==> src/rtl/pipe_ctrl_pkg.sv <==
// Shared definitions for the pipeline control blocks: the debug FSM state encoding,
// the drain default and register-index constants.
package pipe_ctrl_pkg;

  localparam int REG_W         = 5;
  localparam logic [REG_W-1:0] REG_ZERO = '0;
  localparam int DRAIN_CYC_DEF = 3;
  localparam int DCNT_W        = 3;

  typedef enum logic [1:0] {
    RUN    = 2'd0,
    DRAIN  = 2'd1,
    HALTED = 2'd2,
    STEP   = 2'd3
  } state_t;

endpackage

==> src/rtl/pipeline_hazard_ctrl_hazard_detect.sv <==
// RAW hazard detector: compares the ID source operands against the EXE and MEM destinations.
// WB is never a hazard because the register file writes before it reads.
module hazard_detect
  import pipe_ctrl_pkg::*;
#(
  parameter bit FORWARD = 1'b0
) (
  input  logic [REG_W-1:0] id_rs,
  input  logic [REG_W-1:0] id_rt,
  input  logic             id_use_rs,
  input  logic             id_use_rt,
  input  logic             exe_reg_write,
  input  logic [REG_W-1:0] exe_wreg,
  input  logic             exe_lw,
  input  logic             mem_reg_write,
  input  logic [REG_W-1:0] mem_wreg,
  output logic             haz
);

  logic match_exe;
  logic match_mem;

  assign match_exe = exe_reg_write && (exe_wreg != REG_ZERO) &&
                     ((id_use_rs && (id_rs == exe_wreg)) || (id_use_rt && (id_rt == exe_wreg)));
  assign match_mem = mem_reg_write && (mem_wreg != REG_ZERO) &&
                     ((id_use_rs && (id_rs == mem_wreg)) || (id_use_rt && (id_rt == mem_wreg)));

  // With forwarding only a load in EXE cannot supply its result in time.
  assign haz = FORWARD ? (match_exe && exe_lw) : (match_exe || match_mem);

endmodule

==> src/rtl/pipeline_hazard_ctrl.sv <==
// Stall/flush sequencer for the 5-stage pipeline with a debug halt/single-step FSM
// and saturating stall and flush counters.
module pipeline_hazard_ctrl
  import pipe_ctrl_pkg::*;
#(
  parameter int FORWARD   = 0,
  parameter int DRAIN_CYC = DRAIN_CYC_DEF,
  parameter int CNT_W     = 32
) (
  input  logic             clk,
  input  logic             rst,
  input  logic [REG_W-1:0] ID_Rs,
  input  logic [REG_W-1:0] ID_Rt,
  input  logic             ID_UseRs,
  input  logic             ID_UseRt,
  input  logic             EXE_RegWrite,
  input  logic [REG_W-1:0] EXE_WReg,
  input  logic             EXE_LW,
  input  logic             MEM_RegWrite,
  input  logic [REG_W-1:0] MEM_WReg,
  input  logic             EXE_BranchTaken,
  input  logic             dbg_halt_req,
  input  logic             dbg_step,
  output logic             PC_Stall,
  output logic             IFID_Stall,
  output logic             IFID_Flush,
  output logic             ID_shouldstall,
  output logic             dbg_halted,
  output logic [1:0]       State,
  output logic [CNT_W-1:0] Stall_Cnt,
  output logic [CNT_W-1:0] Flush_Cnt
);

  localparam logic [DCNT_W-1:0] CNT_INIT = DCNT_W'(DRAIN_CYC - 1);

  state_t            state, state_n;
  logic [DCNT_W-1:0] cnt, cnt_n;
  logic              haz;
  logic              stall_evt;

  hazard_detect #(.FORWARD(FORWARD != 0)) u_hazard_detect (
    .id_rs         (ID_Rs),
    .id_rt         (ID_Rt),
    .id_use_rs     (ID_UseRs),
    .id_use_rt     (ID_UseRt),
    .exe_reg_write (EXE_RegWrite),
    .exe_wreg      (EXE_WReg),
    .exe_lw        (EXE_LW),
    .mem_reg_write (MEM_RegWrite),
    .mem_wreg      (MEM_WReg),
    .haz           (haz)
  );

  always_comb begin
    state_n = state;
    cnt_n   = cnt;
    case (state)
      // A taken branch in EXE defers the halt so the redirect completes first.
      RUN: begin
        if (dbg_halt_req && !EXE_BranchTaken) begin
          state_n = DRAIN;
          cnt_n   = CNT_INIT;
        end
      end
      DRAIN: begin
        if (cnt == '0) state_n = HALTED;
        else           cnt_n   = cnt - 1'b1;
      end
      HALTED: begin
        if (!dbg_halt_req) state_n = RUN;
        else if (dbg_step) state_n = STEP;
      end
      STEP: begin
        if (!haz) begin
          state_n = DRAIN;
          cnt_n   = CNT_INIT;
        end
      end
      default: state_n = RUN;
    endcase
  end

  always_comb begin
    PC_Stall       = 1'b0;
    IFID_Stall     = 1'b0;
    IFID_Flush     = 1'b0;
    ID_shouldstall = 1'b0;
    stall_evt      = 1'b0;
    if (EXE_BranchTaken) begin
      IFID_Flush     = 1'b1;
      ID_shouldstall = 1'b1;
    end else if ((state == DRAIN) || (state == HALTED)) begin
      PC_Stall       = 1'b1;
      IFID_Stall     = 1'b1;
      ID_shouldstall = 1'b1;
    end else if (haz) begin
      PC_Stall       = 1'b1;
      IFID_Stall     = 1'b1;
      ID_shouldstall = 1'b1;
      stall_evt      = 1'b1;
    end
  end

  always_ff @(posedge clk) begin
    if (rst) begin
      state      <= RUN;
      cnt        <= '0;
      dbg_halted <= 1'b0;
      Stall_Cnt  <= '0;
      Flush_Cnt  <= '0;
    end else begin
      state      <= state_n;
      cnt        <= cnt_n;
      dbg_halted <= (state_n == HALTED);
      if (stall_evt && (Stall_Cnt != '1))       Stall_Cnt <= Stall_Cnt + 1'b1;
      if (EXE_BranchTaken && (Flush_Cnt != '1)) Flush_Cnt <= Flush_Cnt + 1'b1;
    end
  end

  assign State = state;

endmodule

==> config.mk <==
export PLATFORM = sky130hd
export DESIGN_NAME = pipeline_hazard_ctrl
export DESIGN_NICKNAME = d
export VERILOG_FILES = /design/src/rtl/pipe_ctrl_pkg.sv /design/src/rtl/pipeline_hazard_ctrl_hazard_detect.sv /design/src/rtl/pipeline_hazard_ctrl.sv
export SDC_FILE = /design/constraint.sdc
export NUM_CORES = 1
export LEC_CHECK = 0
export BUFFER_PORTS_ARGS = -buffer_cell sky130_fd_sc_hd__buf_2
export CAP_MARGIN = 40
export CELL_PAD_IN_SITES_DETAIL_PLACEMENT = 0
export CELL_PAD_IN_SITES_GLOBAL_PLACEMENT = 1
export CORE_MARGIN = 8
export CORE_UTILIZATION = 33
export CTS_CLUSTER_DIAMETER = 80
export CTS_CLUSTER_SIZE = 10
export DETAILED_ROUTE_END_ITERATION = 8
export GPL_TIMING_DRIVEN = 0
export PLACE_DENSITY = 0.76
export SLEW_MARGIN = 25
export SYNTH_ARGS = -nofsm -noshare
export SYNTH_HDL_FRONTEND = slang
export SYNTH_SLANG_ARGS = --single-unit
==> constraint.sdc <==
create_clock -name clk -period 2.42 [get_ports clk]
set_input_delay 0.121 -clock clk [delete_from_list [all_inputs] [get_ports clk]]
set_output_delay 0.121 -clock clk [all_outputs]
set_load 0.05 [all_outputs]
==> qor.csv <==
metric;value;unit
criticalPathCategory;reg2reg;
grt_use_total;15.8;%
top_layer_used;met4;
layout-drive-gt1-share;25.9;%
io_buffers;98;
grt_pass1_vias;4100;
ioPinCount;101;
power_density;594;nW/µm²
dp_hpwl;9.36;mm
crit_required;2690;ps
synth_fp_nets;534;
total_leakage_power;0.00200;µW
ant_nets;0;
grt.overflow.total;0;
end_kind;flop;
rr_endpoint;Stall_Cnt[23];
worstRegToRegCells;7;
reg2reg_from;State[1];
max_cap_violations;0;
rows;41;
clockBufferDepth;2;
synthArstFlopShare;0;%
synth_flop_cell;dfxtp_1;
fin_area;5210;µm²
synth_xor_area_share;10.6;%
placed_cells;765;
synthDistinctLibCells;63;
hold_path_class;in2reg;
wl_per_cell;16.0;µm
path_cells;inv_1 -> ha_1 -> nor4_1 -> a32oi_1 -> buf_2 -> or4_1 -> a21oi_1;
detail_route.iter0.violations;196;
critPathSlowestCell;or4_1;
status;complete, no violations;
crit_arrival;2580;ps
yosys_warnings;0;
crit_start;State[1];
mostFrequentLayoutCells;buf_2 (108), dfxtp_1 (65), nor2_1 (59), xnor2_1 (48), a21oi_1 (32);
cts_tree;built;
route.vias.total;4059;
cp_slowest_stage_delay;510;ps
gp_congestion;0.883;
synthMuxAreaShare;4.12;%
avgSynthCellArea;8.35;µm²
die_x;128;µm
critPathCapture;Stall_Cnt[23];
cts.clk_slew.worst_paths;60;ps
grt_pass1_wl;20.8;mm
nets;643;
drtPass1Iterations;4;
synth_top_family_by_area;simple AND/OR/NAND/NOR gates;
wl_met1;5.61;mm
path_max_fanout;10;
setup_viol;0;
wl_met2;5.92;mm
synth_seq_area_share;33.9;%
post-route-period-util;95.7;%
core_area;12400;µm²
synth_adder_area_share;2.73;%
start_util;33.3;%
h-tree-depth;3;
cts_sinks;70;
diodes;0;
met3_wirelength;827;µm
final_common_cell;buf_2;
ir_drop;343;µV
synthToLayoutAreaGrowth;26.0;%
p_total;3090;µW
fillers;1310;
finalHoldViolations;0;
syn_area;4130;µm²
reg2reg_slack;100;ps
netlist_instances;495;
grt_max_degree;14;
die-area;16400;µm²
clock.fmax;432;MHz
post-route-util;41.9;%
final_max_slew_viol_count;0;
fin_skew;4.76;ps
slew_headroom;58.6;%
dieHeight;128;µm
cts_buffers;9;
grt_setup_unrepaired;no;
tightest_slew;621;ps
route.detailed.drc;0;
synth_seq_cells;70;
whs;108;ps
placed_cell_area;4840;µm²
stdcell_count;781;
antenna_found_initial;0;
layout_min_cycle_time;2320;ps
synth-edff-count;0;
critPathLaunchType;flop;
wirelength;12.5;mm
synth_compound_area_share;13.6;%
routed_via_density;5.20;
insertion_delay;340;ps
clockRootBuffer;clkbuf_16;
synthSimpleGateAreaFrac;30.4;%
-- report_power, final --
group	switching [µW]	total (µW)	internal (µW)	leakage (µW)
Combinational	234	358	125	0.00128
Sequential	16.0	1190	1170	0.000567
Clock	537	1550	1010	0.000162
-- final cells by class --
type	count	area (µm²)	area share (%)
flip-flops and latches	70	1410	27.0
well taps	172	215	4.13
inverters	16	60.1	1.15
clock inverters	7	123	2.36
clock buffers	9	225	4.33
plain buffers	26	125	2.40
repair buffers	100	505	9.71
multi-input cells	381	2540	48.9
-- metal layers --
layer,vias up,global-route usage [%]
met5,-,0
met1,1923,18.9
met2,112,26.2
li1,2015,-
met3,9,5.24
met4,0,4.41
-- sequential cells by signal, summed over array words and instances, names as in the netlist --
name        count
dbg_halted      1
Stall_Cnt      32
State           2
cnt             3
Flush_Cnt      32
-- through the flow --
stage               worst slack, ps  TNS (ps)
floorplan                      1.68         0
finish                          103         0
CTS                            36.5         0
global placement              -61.6      -390
detailed placement             -126     -1210
global route                   4.19         0
-- worst min-delay path by stage --
stage,startpoint,end,slack [ps],cells past startpoint
3_3_place_gp,rst,Stall_Cnt[9],440,3
4_1_cts,rst,Stall_Cnt[9],90,3
3_5_place_dp,rst,Stall_Cnt[9],450,3
2_1_floorplan,rst,Stall_Cnt[9],280,2
5_1_grt,rst,Stall_Cnt[9],100,3
6_report,rst,Stall_Cnt[9],110,3
-- cells by family (layout without fill, tap and decap cells) --
logic type      count (synthesis)  in the layout
compound gates                 88             88
xor+xnor                       50             50
fa+ha+maj                       9              9
buf+inv                        44            158
flops                          70             70
mux                            14             14
simple gates                  220            220
-- critical path: cells and delay by family, from the launching register on --
| kind | cells | cell delay [ps] |
|---|---|---|
| simple gates | 2 | 840 |
| flops | 1 | 400 |
| fa+ha+maj | 1 | 360 |
| buf+inv | 2 | 340 |
| compound gates | 2 | 290 |
-- timing repair --
item | 4_1_cts | 5_1_grt
hold buffers | 0 | 0
setup buffers | 0 | 2
endpoints found under the setup margin | 18 | 37
pin swaps | 0 | 1
gates resized for setup | 1 | 1
-- cells in the mapped netlist (2+ instances only) --
library cell / number / area (µm²)
xnor2_1: 48 / 420
mux2_4: 4 / 60.1
nor2b_1: 12 / 75.1
mux2i_1: 2 / 20.0
a32oi_1: 2 / 17.5
mux2_2: 4 / 45.0
nor4_1: 8 / 50.1
a211oi_1: 7 / 52.6
nand3_2: 2 / 20.0
and4_1: 10 / 87.6
nand2_1: 23 / 86.3
clkbuf_1: 14 / 52.6
nand2b_1: 3 / 18.8
or3_1: 15 / 93.8
nor4b_2: 2 / 30.0
o22ai_1: 2 / 12.5
dfxtp_1: 70 / 1400
nand4_1: 24 / 150
nor3_1: 11 / 55.1
a2111oi_1: 3 / 30.0
buf_4: 2 / 15.0
nor2_1: 60 / 225
and3_1: 7 / 43.8
inv_1: 16 / 60.1
buf_2: 10 / 50.1
ha_1: 9 / 113
a21oi_1: 32 / 160
o21a_1: 3 / 22.5
mux2_1: 4 / 45.0
nand3_1: 20 / 100
o31ai_1: 8 / 60.1
or4_1: 10 / 75.1
o21ai_0: 17 / 85.1
xor2_1: 2 / 17.5
No activity file was read; power rests on OpenSTA's default activity.
